==> src/rtl/cpu_pkg.sv <==
// Shared CPU datapath constants and types used by the ALU-side pipeline stages.
package cpu_pkg;

  localparam int unsigned ALU_WIDTH = 16;
  localparam int unsigned BYTE_W    = 8;

  typedef struct packed {
    logic zr;
    logic ng;
  } flags_t;

  function automatic int unsigned nbytes_of(input int unsigned width);
    return width / BYTE_W;
  endfunction

endpackage

==> src/rtl/byte_or_reduce.sv <==
// Per-byte OR reduction: one 8-input OR per lane, purely combinational.
module byte_or_reduce
  import cpu_pkg::*;
#(
  parameter int unsigned NBYTES = ALU_WIDTH / BYTE_W
) (
  input  logic [NBYTES*BYTE_W-1:0] data,
  output logic [NBYTES-1:0]        bor
);

  always_comb begin
    bor = '0;
    for (int unsigned k = 0; k < NBYTES; k++) begin
      bor[k] = |data[k*BYTE_W +: BYTE_W];
    end
  end

endmodule

==> src/rtl/alu_flag_stage.sv <==
// Two-stage registered zero/negative flag generator with valid/ready handshake,
// output transfer counter and sticky non-zero indicator.
module alu_flag_stage
  import cpu_pkg::*;
#(
  parameter int unsigned WIDTH = ALU_WIDTH,
  parameter int unsigned CNT_W = 8
) (
  input  logic             clk,
  input  logic             rst,
  input  logic             in_valid,
  output logic             in_ready,
  input  logic [WIDTH-1:0] in_data,
  output logic             out_valid,
  input  logic             out_ready,
  output logic [WIDTH-1:0] out_data,
  output logic             zr,
  output logic             ng,
  input  logic             clr_sticky,
  output logic             sticky_nz,
  output logic [CNT_W-1:0] xfer_cnt
);

  localparam int unsigned NBYTES = nbytes_of(WIDTH);

  logic              s1_valid;
  logic [WIDTH-1:0]  s1_data;
  logic [NBYTES-1:0] s1_bor;
  logic [NBYTES-1:0] in_bor;
  flags_t            flags_q;

  logic s2_free;
  logic s1_adv;
  logic capture;
  logic xfer;

  byte_or_reduce #(.NBYTES(NBYTES)) u_bor (
    .data (in_data),
    .bor  (in_bor)
  );

  // in_ready depends on out_ready and pipeline state only, never on in_valid.
  always_comb begin
    s2_free  = !out_valid || out_ready;
    s1_adv   = s1_valid && s2_free;
    in_ready = !s1_valid || s2_free;
    capture  = in_valid && in_ready;
    xfer     = out_valid && out_ready;
  end

  always_ff @(posedge clk) begin
    if (rst) begin
      s1_valid  <= 1'b0;
      s1_data   <= '0;
      s1_bor    <= '0;
      out_valid <= 1'b0;
      out_data  <= '0;
      flags_q   <= '0;
      sticky_nz <= 1'b0;
      xfer_cnt  <= '0;
    end else begin
      if (capture) begin
        s1_data  <= in_data;
        s1_bor   <= in_bor;
        s1_valid <= 1'b1;
      end else if (s1_adv) begin
        s1_valid <= 1'b0;
      end

      if (s1_adv) begin
        out_data   <= s1_data;
        flags_q.zr <= ~|s1_bor;
        flags_q.ng <= s1_data[WIDTH-1];
        out_valid  <= 1'b1;
      end else if (xfer) begin
        out_valid <= 1'b0;
      end

      if (xfer) begin
        xfer_cnt <= xfer_cnt + CNT_W'(1);
      end
      // A non-zero word leaving this cycle re-sets the flag even under a clear.
      sticky_nz <= (clr_sticky ? 1'b0 : sticky_nz) | (xfer && !flags_q.zr);
    end
  end

  assign zr = flags_q.zr;
  assign ng = flags_q.ng;

endmodule

==> config.mk <==
export PLATFORM = sky130hd
export DESIGN_NAME = alu_flag_stage
export DESIGN_NICKNAME = d
export VERILOG_FILES = /design/src/rtl/cpu_pkg.sv /design/src/rtl/byte_or_reduce.sv /design/src/rtl/alu_flag_stage.sv
export SDC_FILE = /design/constraint.sdc
export NUM_CORES = 1
export LEC_CHECK = 0
export BUFFER_PORTS_ARGS = -buffer_cell sky130_fd_sc_hd__buf_2
export CELL_PAD_IN_SITES_DETAIL_PLACEMENT = 2
export CELL_PAD_IN_SITES_GLOBAL_PLACEMENT = 2
export CORE_UTILIZATION = 29
export DETAILED_ROUTE_END_ITERATION = 8
export GPL_TIMING_DRIVEN = 0
export PLACE_DENSITY = 0.8
export SLEW_MARGIN = 5
export SYNTH_ARGS = -nofsm -noshare
export SYNTH_HDL_FRONTEND = slang
export SYNTH_SLANG_ARGS = --single-unit
==> constraint.sdc <==
create_clock -name clk -period 1.7 [get_ports clk]
set_input_delay 0 -clock clk [delete_from_list [all_inputs] [get_ports clk]]
set_output_delay 0 -clock clk [all_outputs]
set_load 0.05 [all_outputs]
# --- Word-level counts from Yosys, hierarchy flattened ---
# Cells that the tools add are included.
word_totals:
  register_bits: 47
  out_inout_bits: 29
  word_cells: 31
classes:
  n_reduce_logical: 15
  n_mux: 5
  bitwise: 1
  n_addsub: 1
op_table:
  columns: ["operator", "n"]
  rows:
  - ["$reduce_or A8 Y1", 2]
  - ["$add A8 B1 Y8 const B", 1]
  - ["$mux W1", 5]
  - ["$logic_and A1 B1 Y1", 4]
  - ["$logic_not A1 Y1", 4]
  - ["$reduce_bool A2 Y1", 2]
  - ["$logic_or A1 B1 Y1", 2]
  - ["$reduce_or A2 Y1", 1]
  - ["$or A1 B1 Y1", 1]

# --- Depth between registers and ports, before layout ---
depth:
  depth_word: 5
  ltp_mapped: 7
  ltp_nobuf: 4

# --- Cells and area by module ---
# From an unflattened synthesis, not the netlist that was laid out.
hier_totals:
  cells_unflattened: 220
  area_unflattened_um2: 1830.5
modules_own_cells:
  columns: ["mod", "n_inst", "seq_area_each_um2", "cells_per_inst", "area_per_inst_um2"]
  rows:
  - ["alu_flag_stage", 1, 920.9, 214, 1798.0]
  - ["byte_or_reduce", 1, 0.0, 6, 32.5]

# --- Least setup slack after synthesis ---
# Ideal clock, no wire load.
synth_timing:
  path_type: "register to register"
  from: "register out_valid"
  to: "register xfer_cnt[7]"
  path_slack_ns: 0.050
  path_stages_with_launch: 4
  period_less_slack_ns: 1.650
  required_time_ns: 1.630
  arrival_ns: 1.580
  cell_sequence: "dfxtp_1 nand3_2 or4_1 a21oi_1"
synth_via:
  elab_chain_cells: 1
synth_lines:
  columns: ["item", "line_no", "text"]
  rows:
  - ["start: declaration", "alu_flag_stage.sv:14", "output logic out_valid,"]
  - ["start signal: assignment", "alu_flag_stage.sv:56", "out_valid <= 1'b0;"]
  - ["start signal: assignment", "alu_flag_stage.sv:74", "out_valid <= 1'b1;"]
  - ["start signal: assignment", "alu_flag_stage.sv:76", "out_valid <= 1'b0;"]
  - ["$logic_and A1 B1 Y1", "alu_flag_stage.sv:48", "xfer = out_valid && out_ready;"]
  - ["end signal: assignment", "alu_flag_stage.sv:80", "xfer_cnt <= xfer_cnt + CNT_W'(1);"]
  - ["end: declaration", "alu_flag_stage.sv:21", "output logic [CNT_W-1:0] xfer_cnt"]
# Every way passes these cells.
# A chain may end at the register's enable or synchronous reset.

# --- Worst setup path in the final report ---
layout_timing:
  from: "register s1_valid"
  to: "output port in_ready"
layout_via:
  elab_chain_cells: 2
layout_lines:
  columns: ["item", "line_no", "text"]
  rows:
  - ["start: declaration", "alu_flag_stage.sv:26", "logic s1_valid;"]
  - ["start signal: assignment", "alu_flag_stage.sv:53", "s1_valid <= 1'b0;"]
  - ["start signal: assignment", "alu_flag_stage.sv:65", "s1_valid <= 1'b1;"]
  - ["start signal: assignment", "alu_flag_stage.sv:67", "s1_valid <= 1'b0;"]
  - ["$logic_not A1 Y1", "alu_flag_stage.sv:46", "in_ready = !s1_valid || s2_free;"]
  - ["$logic_or A1 B1 Y1", "alu_flag_stage.sv:46", null]
  - ["end: declaration", "alu_flag_stage.sv:12", "output logic in_ready,"]
# Every way passes these cells.

==> flow_summary.ini <==
[status]
status = finished clean

[min_path]
holdCritPathClass = input port to flop

[cts]
htree_num_levels = 2
post-cts-setup-buffers = 0
cts_buffer_depth = 2
cts_made_buffers = 5
clock-sinks = 46
root_buffer = clkbuf_8
path_clk_slew_ns = 0.09
cts_tree = yes
clk_latency_ns = 0.30

[worst_setup_path]
r2r_setup_slack_ns = 0.23
cp_num_buf_inv = 5
crit_type = flop to primary output
cp-end-kind = primary output
path_delay_family = buffers and inverters
max_stage_delay_ns = 0.31
cp_cell_sequence = buf_2 -> and3b_1 -> buf_6 -> inv_2 -> buf_4 -> buf_2
arrival_ns = 1.61
setup.worst_path.start_class = flop
cp_common_cell = buf_2
slowest_stage = dfxtp_1
worstPathMaxFanout = 10
cp_data_required_time_ns = 1.70

[pwr]
internal-power_mw = 1.65
p_comb_frac = 0.118
p_clk_frac = 0.365
p_per_area_nw_per_um2 = 907
switching_share = 0.254
peakVddDrop_v = 0.000323
switchingPower_mw = 0.560
seqPwrFrac = 0.517
p_leak_nw = 0.963

[timing]
skew_ns = 0.00590
slew_headroom = 0.648
fmax_mhz = 622
max_slew.worst_pin.slew_ns = 0.528
min_period_ns = 1.61
report.final.slew_viol_count = 0
finalSetupViolCount = 0
fin_crit_sh = 0.946
hold_viol_final = 0
rsz0062_at_grt = false
fin_tns_setup_ns = 0
worst_slack_ns = 0.0926

[floorplan]
top_level_ports = 50
die_x_um = 81.7
die_h_um = 81.7
placementRows = 28
core_area_um2 = 6030
start_util = 0.306
dieArea_um2 = 6670

[synth]
synth_compound_area_frac = 0.234
synth-simple-area-share = 0.179
synthMuxAreaShare = 0.00611
yosysWarnings = 0
yosysUniqueCellTypes = 30
ys_seq_area_frac = 0.500
syn_area_um2 = 1840
synth_top_family_by_area = compound AO/OA/AOI/OAI gates
synth_cells = 217
post_synth_xor_area_fraction = 0.00951
synth_seq_cells = 46
syn_avg_cell_area_um2 = 8.49
synth_adder_area_share = 0.00679
syn-num-nets = 239

[place]
globalplace.congestion = 0.746
place_hpwl_um = 4220
post-place-ws_ns = 0.110
post-place-cells = 340
io_buffers = 48

[detailed_routing]
dr.first_iter.drc_count = 75
vias_per_cell = 5.15
drc = 0
wirelength_um = 5820
firstDrtPassIters = 4
vias = 1864
ant_nets = 0
routedWlPerCell_um = 16.1

[final_layout]
layout-drive-gt1-share = 0.244
diodes = 0
final_cell_mix = buf_2, dfxtp_1, a21oi_1
final_cells = 362
nNetsFinal = 308
final_common_cell = buf_2
final_core_util = 0.404
fill_cells = 702
area_growth_pct = 32.1

[global_route]
track_usage = 0.197
antenna_found_initial = 0
grt_overflow_total = 0
grt_max_degree = 15
grt_pass1_vias = 1996
grt_pass1_wl_um = 9780

[flow_run]
drv_cap = 0
-- area by class of cell --
class | instances | area [µm²] | area share
buffer | 18 | 97.6 | 0.0401
sequential | 46 | 921 | 0.378
clock inverter | 2 | 37.5 | 0.0154
multi-input combinational | 147 | 802 | 0.330
timing repair buffer | 63 | 390 | 0.160
inverter | 5 | 18.8 | 0.00771
clock buffer | 6 | 72.6 | 0.0298
tap | 75 | 93.8 | 0.0386
-- worst reg2reg max path, stage by stage (launching register included) --
cell and delay, ns:
dfxtp_1 0.31, buf_2 0.17, and3b_1 0.21, buf_6 0.14, inv_2 0.06, buf_6 0.13
a21oi_2 0.06, a311oi_1 0.29
-- metal layers --
| metal | GRT usage | vias up | wire [µm] |
|---|---|---|---|
| li1 | - | 924 | - |
| met1 | 0.246 | 892 | 2650 |
| met2 | 0.346 | 43 | 2900 |
| met3 | 0.0311 | 5 | 193 |
| met4 | 0.0649 | 0 | 80 |
| met5 | 0 | - | 0 |
-- stage by stage --
step / instance area [µm²] / power [mW] / hold slack (ns)
6_report: 2430 / 2.21 / 0.00674
5_1_grt: 2430 / 2.30 / 0.0184
4_1_cts: 2440 / 2.24 / 0.000338
3_5_place_dp: 2180 / 1.40 / 0.281
3_3_place_gp: 2180 / 1.39 / 0.275
2_1_floorplan: 1840 / 1.31 / 0.148
-- state kept, by name, indices dropped and copies added (netlist names) --
name,flops
s1_data,16
sticky_nz,1
xfer_cnt,8
out_valid,1
s1_bor,2
zr,1
out_data,16
s1_valid,1
-- synth_stat cells --
cell type,count,share of area
buf_6,2,0.012
ha_1,1,0.0068
a21oi_2,2,0.0095
o21ai_1,11,0.030
xor2_1,2,0.0095
or3_1,2,0.0068
nand3_2,1,0.0054
a311oi_1,2,0.0095
mux2_1,1,0.0061
nand4_1,2,0.0068
and3b_1,1,0.0048
nand2_1,4,0.0081
buf_4,2,0.0081
a21oi_1,40,0.11
o22ai_1,1,0.0034
buf_1,1,0.0020
nor2_1,5,0.010
nand2b_1,1,0.0034
or4_1,3,0.012
o21ai_0,24,0.065
inv_1,4,0.0081
nor4_1,4,0.014
nand3_1,35,0.095
inv_2,1,0.0020
dfxtp_1,46,0.50
o31ai_1,2,0.0081
clkbuf_1,9,0.018
buf_2,5,0.014
and2b_4,1,0.0054
nor2b_1,2,0.0068
-- power by group through the flow --
stage | logic [mW] | registers [mW] | clock network [mW]
2_1_floorplan | 0.105 | 1.21 | 0
3_3_place_gp | 0.227 | 1.17 | 0
3_5_place_dp | 0.235 | 1.17 | 0
4_1_cts | 0.261 | 1.14 | 0.836
5_1_grt | 0.286 | 1.15 | 0.864
6_report | 0.261 | 1.14 | 0.805
-- worst paths after layout --
| kind | start | endpoint | cells past startpoint |
|---|---|---|---|
| max | s1_valid | in_ready | 6 |
| min | in_data[8] | s1_data[8] | 3 |
| max reg2reg | s1_valid | s1_bor[1] | 7 |
| min reg2reg | out_data[13] | out_data[13] | 2 |
-- logic make-up after synthesis --
kind of cell | after synthesis
AOI/OAI and AO/OA | 82
xor gates and xnor gates | 2
adders and majority gates | 1
buffers and inverters | 24
DFF | 46
muxes | 1
and+or+nand+nor | 61
-- what timing repair did --
item | in CTS | in global routing
endpoints found under the hold margin | 15 | 0
hold buffers | 15 | 0
resized for setup | 0 | 2
setup endpoints to repair | 0 | 3
No activity file was read; power rests on OpenSTA's default activity.
